### config.mk
export PLATFORM = sky130hd
export DESIGN_NAME = instr_fetch_unit
export DESIGN_NICKNAME = d
export VERILOG_FILES = /design/src/rtl/cpu_pkg.sv /design/src/rtl/pc_reg.sv /design/src/rtl/instr_fetch_unit.sv
export SDC_FILE = /design/constraint.sdc
export NUM_CORES = 1
export LEC_CHECK = 0
export CAP_MARGIN = 20
export CELL_PAD_IN_SITES_DETAIL_PLACEMENT = 1
export CELL_PAD_IN_SITES_GLOBAL_PLACEMENT = 2
export CORE_ASPECT_RATIO = 0.8
export CORE_MARGIN = 2
export CORE_UTILIZATION = 23
export DETAILED_ROUTE_END_ITERATION = 10
export PLACE_DENSITY = 0.83
export RECOVER_POWER = 100
export SYNTH_ARGS = -nofsm -noshare
export SYNTH_HDL_FRONTEND = slang
export SYNTH_SLANG_ARGS = --single-unit
### constraint.sdc
create_clock -name CLK -period 2.2 [get_ports CLK]
set_input_delay 0.66 -clock CLK [delete_from_list [all_inputs] [get_ports CLK]]
set_output_delay 0.66 -clock CLK [all_outputs]
set_load 0.02 [all_outputs]
### src/rtl/cpu_pkg.sv
// Shared definitions for the multicycle CPU: fetch FSM encoding and datapath constants.
package cpu_pkg;

  typedef enum logic [1:0] {
    IDLE    = 2'b00,
    REQ     = 2'b01,
    WAIT    = 2'b10,
    DELIVER = 2'b11
  } fetch_state_t;

  localparam int unsigned INSTR_W          = 32;
  localparam int unsigned PC_STEP          = 4;
  localparam logic [31:0] DEFAULT_RESET_PC = 32'h0000_0000;

endpackage

### src/rtl/pc_reg.sv
// Program counter register: async active-low reset, load enable, word-aligned load.
module pc_reg
  import cpu_pkg::*;
#(
  parameter logic [31:0] RESET_PC = DEFAULT_RESET_PC
) (
  input  logic        clk,
  input  logic        rst_n,
  input  logic        load,
  input  logic [31:0] pc_in,
  output logic [31:0] pc
);

  always_ff @(posedge clk or negedge rst_n) begin
    if (!rst_n)
      pc <= RESET_PC;
    else if (load)
      pc <= {pc_in[31:2], 2'b00};
  end

endmodule

### src/rtl/instr_fetch_unit.sv
// Instruction fetch front end: PC ownership, imem req/gnt/rvalid handshake, IR write strobe.
module instr_fetch_unit
  import cpu_pkg::*;
#(
  parameter logic [31:0] RESET_PC = DEFAULT_RESET_PC,
  parameter int unsigned TIMEOUT  = 16
) (
  input  logic               CLK,
  input  logic               RST,
  input  logic               fetchStart,
  input  logic               PCWre,
  input  logic [31:0]        pcNext,
  output logic               imemReq,
  output logic [31:0]        imemAddr,
  input  logic               imemGnt,
  input  logic               imemRvalid,
  input  logic [INSTR_W-1:0] imemRdata,
  output logic [INSTR_W-1:0] instructionOut,
  output logic               IRWre,
  output logic               fetchDone,
  output logic               fetchErr,
  output logic [31:0]        curPC,
  output logic [31:0]        pcPlus4,
  output logic               fetchBusy
);

  fetch_state_t state, next_state;
  logic [7:0]   wait_cnt;
  logic         capture;
  logic         timeout;

  pc_reg #(.RESET_PC(RESET_PC)) u_pc_reg (
    .clk   (CLK),
    .rst_n (RST),
    .load  (PCWre && (state == IDLE)),
    .pc_in (pcNext),
    .pc    (curPC)
  );

  assign pcPlus4   = curPC + 32'(PC_STEP);
  assign imemAddr  = imemReq ? curPC : '0;
  assign fetchBusy = (state != IDLE);

  always_comb begin
    next_state = state;
    capture    = 1'b0;
    timeout    = 1'b0;
    case (state)
      IDLE:    if (fetchStart) next_state = REQ;
      REQ: begin
        if (imemGnt) begin
          if (imemRvalid) begin
            capture    = 1'b1;
            next_state = DELIVER;
          end else begin
            next_state = WAIT;
          end
        end
      end
      WAIT: begin
        if (imemRvalid) begin
          capture    = 1'b1;
          next_state = DELIVER;
        end else if (wait_cnt == 8'(TIMEOUT - 1)) begin
          timeout    = 1'b1;
          next_state = IDLE;
        end
      end
      DELIVER: next_state = IDLE;
    endcase
  end

  // Strobes are registered from next_state so they align with the state they belong to.
  always_ff @(posedge CLK or negedge RST) begin
    if (!RST) begin
      state          <= IDLE;
      wait_cnt       <= '0;
      instructionOut <= '0;
      imemReq        <= 1'b0;
      IRWre          <= 1'b0;
      fetchDone      <= 1'b0;
      fetchErr       <= 1'b0;
    end else begin
      state     <= next_state;
      imemReq   <= (next_state == REQ);
      IRWre     <= (next_state == DELIVER);
      fetchDone <= (next_state == DELIVER);
      if (capture)
        instructionOut <= imemRdata;
      if (state == WAIT && !imemRvalid && !timeout)
        wait_cnt <= wait_cnt + 8'd1;
      else
        wait_cnt <= '0;
      if (state == IDLE && next_state == REQ)
        fetchErr <= 1'b0;
      else if (timeout)
        fetchErr <= 1'b1;
    end
  end

endmodule

==> metrics.yaml, run 1 <==
yosys:
  synth_area_um2: 3790
  synth_top_flop_cell: "dfrtp_1"
  synth_top_family_by_area: "multiplexers"
  synth-xor-area-share: 0.0785
  yosysMostFrequentCell: "dfrtp_1"
  synth-seq-cells: 75
  synth_area_leaders: "dfrtp_1 (50%), mux2_2 (18%), xnor2_1 (5.8%)"
  synth_edf_count: 0
  yosysUniqueCellTypes: 34
  synthSimpleGateAreaFrac: 0.167
  synthAdderAreaFrac: 0.0198
  synth_compound_area_frac: 0.0195
  syn_avg_cell_area_um2: 11.8
  synth_top_area_cell: "dfrtp_1"
  syn_inst: 322
  synthArstFlopShare: 1.00
  yosysTopAreaCellShare: 0.495
  synth_common_cells: "dfrtp_1 (75), mux2_2 (62), and2_1 (30)"
  yosys_warnings: 0
  synth.yosys.seq_area_share: 0.495
  synthMuxAreaShare: 0.184
worst_setup_path:
  cp_max_fo: 5
  reg2reg_setup_slack_ns: 0.18
  crit-reg2reg-capture: "instructionOut[25]"
  cpPeakStageDelay_ns: 0.42
  cp_slowest_cell: "dfrtp_2"
  worst_setup_path_start_kind: "flip-flop"
  cp_cell_sequence: "ha_4 > nand4_1 > buf_6 > nor3_4 > buf_6 > nand4_1 > xnor2_2 > buf_6"
  cpMostUsedCell: "buf_6"
  crit_path_end_kind: "output pin"
  r2r_cells: 7
  path_class: "flip-flop to output pin"
  worstPathArrival_ns: 1.93
  cp.required_ns: 1.54
  reg2reg_from: "state[1]"
run:
  max_cap_violations: 0
pwr:
  net-switching-power_mw: 4.38
  comb_power_share: 0.610
  power.density_nw_per_um2: 1490
  seq_power_share: 0.239
  p_leak_nw: 3.17
  clkPwrFrac: 0.151
  internal-power_mw: 5.96
  ir_drop_mv: 0.605
  switching_share: 0.424
clock_tree:
  cts_hold_buffers: 0
  cts_max_path_buffers: 2
  clock_sinks: 75
  insertion_delay_ns: 0.34
  clockRootBuffer: "clkbuf_16"
  htree_levels: 3
  cts_tree: "done"
  clkTransAtPathRegs_ns: 0.06
  numCtsBuffers: 9
timing:
  skew_ns: 0.00511
  holdWs_ns: 0.495
  max_freq_mhz: 386
  setup_viol: 25
  worst_pin_slew_ns: 1.13
  layout_min_cycle_time_ns: 2.59
  maxSlewViolCount: 0
  timing.final.ws_setup_ns: -0.389
  rsz0062_at_grt: "yes"
  final.period_utilization: 1.18
  max-slew-margin-rel: 0.245
  hold_viol: 0
drt:
  avgRoutedWirePerCell_um: 16.3
  wl_met3_um: 1260
  vias_per_cell: 4.27
  wl_um: 12900
  ant_nets: 0
  wl_met1_um: 5120
  drt-initial-drc-count: 76
  vias: 3392
  wl_met2_um: 6390
  drc: 0
  drt_first_pass_iters: 4
  routed.top_layer: "met4"
placed_design:
  pre_cts_slack_ns: -0.598
  io_buffers: 194
  gp_congestion: 0.785
  hpwl_um: 9790
min_path:
  hp-class: "flip-flop to flip-flop"
  min_from: "wait_cnt[0]"
  hold_end: "wait_cnt[0]"
  hold_depth: 1
layout:
  nets: 651
  largest_register_ffs: 32
  syn2layout_area_growth_pct: 83.5
  drive_gt1_frac: 0.378
  antenna_cells: 0
floorplanning:
  initial_core_util: 0.238
  io_pins: 203
  die-area_um2: 17500
  die_w_um: 148
  rows: 41
  core_um2: 16000
  fp.dieH_um: 119
global_routing:
  grt_pass1_wl_um: 20400
  grt_usage: 0.150
  grt_pass1_vias: 3789
  grt_remaining_overflow: 0
  antenna_found_initial: 0
  grt_max_degree: 33
outcome:
  status: "finished, violations left"
  violations: "setup timing"
worst max path at each step:
stage	end	slack, ns	start
5_1_grt	pcPlus4[26]	-0.50	u_pc_reg.pc[3]
3_5_place_dp	pcPlus4[14]	-0.60	u_pc_reg.pc[3]
6_report	pcPlus4[26]	-0.39	u_pc_reg.pc[3]
2_1_floorplan	pcPlus4[26]	-0.15	u_pc_reg.pc[2]
3_3_place_gp	pcPlus4[14]	-0.60	u_pc_reg.pc[3]
4_1_cts	pcPlus4[26]	-0.45	u_pc_reg.pc[3]
area by class of cell:
class,instances,area (µm²)
clock buffers,10,239
fillers,1746,9000
repair buffers,255,2290
inverters,8,30.0
flip-flops and latches,75,1890
well taps,215,269
multi-input cells,226,2160
clock inverters,5,77.6
power by group through the flow:
| stage | logic (mW) | clock network (mW) | registers, mW |
|---|---|---|---|
| after floorplan | 2.43 | 0 | 3.37 |
| after global placement | 6.74 | 0 | 2.40 |
| after detailed placement | 6.85 | 0 | 2.45 |
| after CTS | 6.72 | 1.62 | 2.47 |
| after global routing | 6.74 | 1.68 | 2.55 |
| final | 6.30 | 1.56 | 2.46 |
repair_timing:
action | CTS | global route
gates resized for setup | 215 | 28
setup buffers | 9 | 6
setup endpoints to repair | 65 | 31
pin swaps | 24 | 19
layer usage:
metal | vias to the layer above | GRT usage
met5 | - | 0
met4 | 0 | 0.0409
met3 | 11 | 0.0697
met2 | 140 | 0.258
met1 | 1653 | 0.166
li1 | 1588 | -
cells by family (layout without fill, tap and decap cells):
| family | Yosys count | count (layout) |
|---|---|---|
| xor gates and xnor gates | 34 | 34 |
| muxes | 62 | 62 |
| other | 1 | 6 |
| AOI/OAI and AO/OA | 11 | 11 |
| buffers and inverters | 26 | 278 |
| adders and majority gates | 6 | 6 |
| and+or+nand+nor | 107 | 107 |
| DFF | 75 | 75 |
worst max-delay path: cells and delay by family (launching register included):
family	cells	cell delay, ns
buffers and inverters	3	0.45
DFF	1	0.42
and+or+nand+nor	3	0.36
xor gates and xnor gates	1	0.21
adders and majority gates	1	0.15
cells in the final DEF, fill, tap and decap left out, types with 3 or more instances in the layout:
cell type,count
dlygate4sd2_1,37
and4_1,3
nand3_1,5
mux2_2,61
nor4_4,4
nand3_4,11
nand2_1,10
clkbuf_4,5
conb_1,6
dlygate4sd3_1,36
inv_1,7
buf_6,20
nor2_1,15
nand2_2,4
xnor2_1,7
dfrtp_1,64
clkbuf_2,6
and2_1,30
nand4_1,7
and3_1,5
clkbuf_1,12
ha_1,5
xnor2_2,18
dfrtp_2,11
clkbuf_16,9
xor2_1,8
buf_4,44
clkdlybuf4s50_1,85
a21oi_1,4
buf_2,7
per-stage QoR:
| step | std cells | utilization | TNS (ns) | power [mW] | cell area, µm² |
|---|---|---|---|---|---|
| after floorplan | 327 | - | -1.54 | 5.80 | 3990 |
| after CTS | 792 | 0.439 | -7.75 | 10.8 | 7000 |
| after detailed placement | 769 | 0.408 | -11.50 | 9.31 | 6510 |
| final | 794 | 0.436 | -6.70 | 10.3 | 6960 |
| after global placement | 769 | 0.408 | -10.73 | 9.13 | 6510 |
| after global routing | 794 | 0.436 | -10.44 | 11.0 | 6960 |
Note: power is estimated with default switching activity, not from simulation.
==> run 2: changes to the inputs <==
Settings changed: REMOVE_ABC_BUFFERS set to 1.
==> metrics.yaml, run 2 (same netlist as run 1, synthesis figures left out) <==
outcome:
  status: "finished, violations left"  # unchanged
  violations: "setup timing"  # unchanged
run:
  max_cap_violations: 0  # unchanged
layout:
  final_area_um2: 6730  # was 6960 µm²
  mostFrequentLayoutCells: "clkdlybuf4s50_1 (89), dfrtp_1 (75), mux2_2 (62)"  # was clkdlybuf4s50_1 (85), dfrtp_1 (64), mux2_2 (61)
  nets: 645  # was 651
  largest_register_ffs: 32  # unchanged
  antenna_cells: 0  # unchanged
  fin_cells: 789  # was 794
  syn2layout_area_growth_pct: 77.6  # was 83.5%
  final_common_cell: "clkdlybuf4s50_1"  # unchanged
  drive_gt1_frac: 0.340  # was 0.378
timing:
  rsz0062_at_grt: "yes"  # unchanged
  hold_viol: 0  # unchanged
  worst_pin_slew_ns: 0.951  # was 1.13 ns
  final.period_utilization: 1.18  # about the same
  max-slew-margin-rel: 0.366  # was 0.245
  skew_ns: 0.00380  # was 0.00511 ns
  max_freq_mhz: 384  # was 386 MHz
  setup_viol: 25  # unchanged
  timing.final.ws_setup_ns: -0.405  # was -0.389 ns
  maxSlewViolCount: 0  # unchanged
  layout_min_cycle_time_ns: 2.61  # was 2.59 ns
worst_setup_path:
  crit_path_end_kind: "output pin"  # unchanged
  cp.required_ns: 1.54  # about the same
  worst_setup_path_start_kind: "flip-flop"  # unchanged
  path_class: "flip-flop to output pin"  # unchanged
  worstPathArrival_ns: 1.95  # was 1.93 ns
  cp_max_fo: 4  # was 5
global_routing:
  grt_pass1_wl_um: 19900  # was 20400 µm
  grt_max_degree: 40  # was 33
  antenna_found_initial: 0  # unchanged
  grt_usage: 0.144  # was 0.150
  grt_remaining_overflow: 0  # unchanged
  grt_pass1_vias: 3632  # was 3789
placed_design:
  dp.cells: 761  # was 769
  hpwl_um: 9610  # was 9790 µm
  io_buffers: 194  # unchanged
  place_area_um2: 6300  # was 6510 µm²
  gp_congestion: 0.753  # was 0.785
drt:
  vias_per_cell: 4.31  # was 4.27
  drt_first_pass_iters: 4  # unchanged
  ant_nets: 0  # unchanged
  drc: 0  # unchanged
  wl_um: 12900  # about the same
  avgRoutedWirePerCell_um: 16.3  # about the same
  drt-initial-drc-count: 70  # was 76
  vias: 3399  # was 3392
floorplanning:
  die-area_um2: 17500  # unchanged
  rows: 41  # unchanged
  fp.dieH_um: 119  # unchanged
  core_um2: 16000  # unchanged
  initial_core_util: 0.238  # unchanged
  die_w_um: 148  # unchanged
  io_pins: 203  # unchanged
pwr:
  power.density_nw_per_um2: 1490  # about the same
  finalPower_mw: 10.1  # was 10.3 mW
  ir_drop_mv: 0.509  # was 0.605 mV
  p_leak_nw: 3.03  # was 3.17 nW
clock_tree:
  htree_levels: 3  # unchanged
  cts_tree: "done"  # unchanged
  clock_sinks: 75  # unchanged
  cts_max_path_buffers: 2  # unchanged
  numCtsBuffers: 9  # unchanged
  clkTransAtPathRegs_ns: 0.06  # about the same
  cts_hold_buffers: 0  # unchanged
  clockRootBuffer: "clkbuf_16"  # unchanged
  insertion_delay_ns: 0.33  # was 0.34 ns
min_path:
  hp-class: "primary input to asynchronous set/reset pin"  # was flip-flop to flip-flop
==> run 2: layout make-up <==
class	instances	area, µm²
clock buffer	11	243
clock inverter	5	61.3
fill	1737	9220
inverter	8	30.0
multi-input combinational	226	2010
sequential	75	1880
tap	215	269
timing repair buffer	249	2240
==> run 2: worst paths after layout <==
path | start | endpoint | slack [ns] | depth (start not counted)
min | RST | u_pc_reg.pc[13] | 0.46 | 1
max in group asynchronous | RST | u_pc_reg.pc[9] | 0.53 | 2
max reg2reg | state[0] | instructionOut[21] | 0.19 | 7
min reg2reg | wait_cnt[0] | wait_cnt[0] | 0.48 | 1
min in group CLK | wait_cnt[0] | wait_cnt[0] | 0.48 | 1
max | u_pc_reg.pc[2] | pcPlus4[16] | -0.41 | 7
==> run 2: critical path, stage by stage, from the launching register on <==
cell and delay, ns:
dfrtp_1 0.40, ha_2 0.20, nand4_1 0.19, nor4_2 0.20, buf_4 0.20, buf_6 0.11
xor2_2 0.16, buf_6 0.14
==> run 2: power breakdown <==
| part | internal [mW] | switching (mW) |
|---|---|---|
| combinational | 2.85 | 3.31 |
| sequential | 2.00 | 0.388 |
| clock | 0.913 | 0.589 |
==> run 2: repair_timing <==
action	in CTS	in global routing
cloned	0	1
buffers inserted	5	6
resized for setup	192	55
endpoints found under the setup margin	62	32
pin swaps	10	20
==> run 2: metrics by stage <==
| stage | hold slack, ns | setup WS [ns] | TNS (ns) | utilization |
|---|---|---|---|---|
| 6_report | 0.462 | -0.405 | -8.17 | 0.422 |
| 5_1_grt | 0.519 | -0.589 | -13.14 | 0.422 |
| 4_1_cts | 0.298 | -0.501 | -8.90 | 0.413 |
| 3_5_place_dp | 0.465 | -0.523 | -10.67 | 0.395 |
| 3_3_place_gp | 0.450 | -0.474 | -9.44 | 0.395 |
| 2_1_floorplan | 0.364 | -0.255 | -3.83 | - |
==> run 2: per-layer routing <==
layer	GRT usage	wire, µm
met5	0	0
met3	0.0613	1070
met2	0.256	6600
met1	0.162	5070
met4	0.0276	138
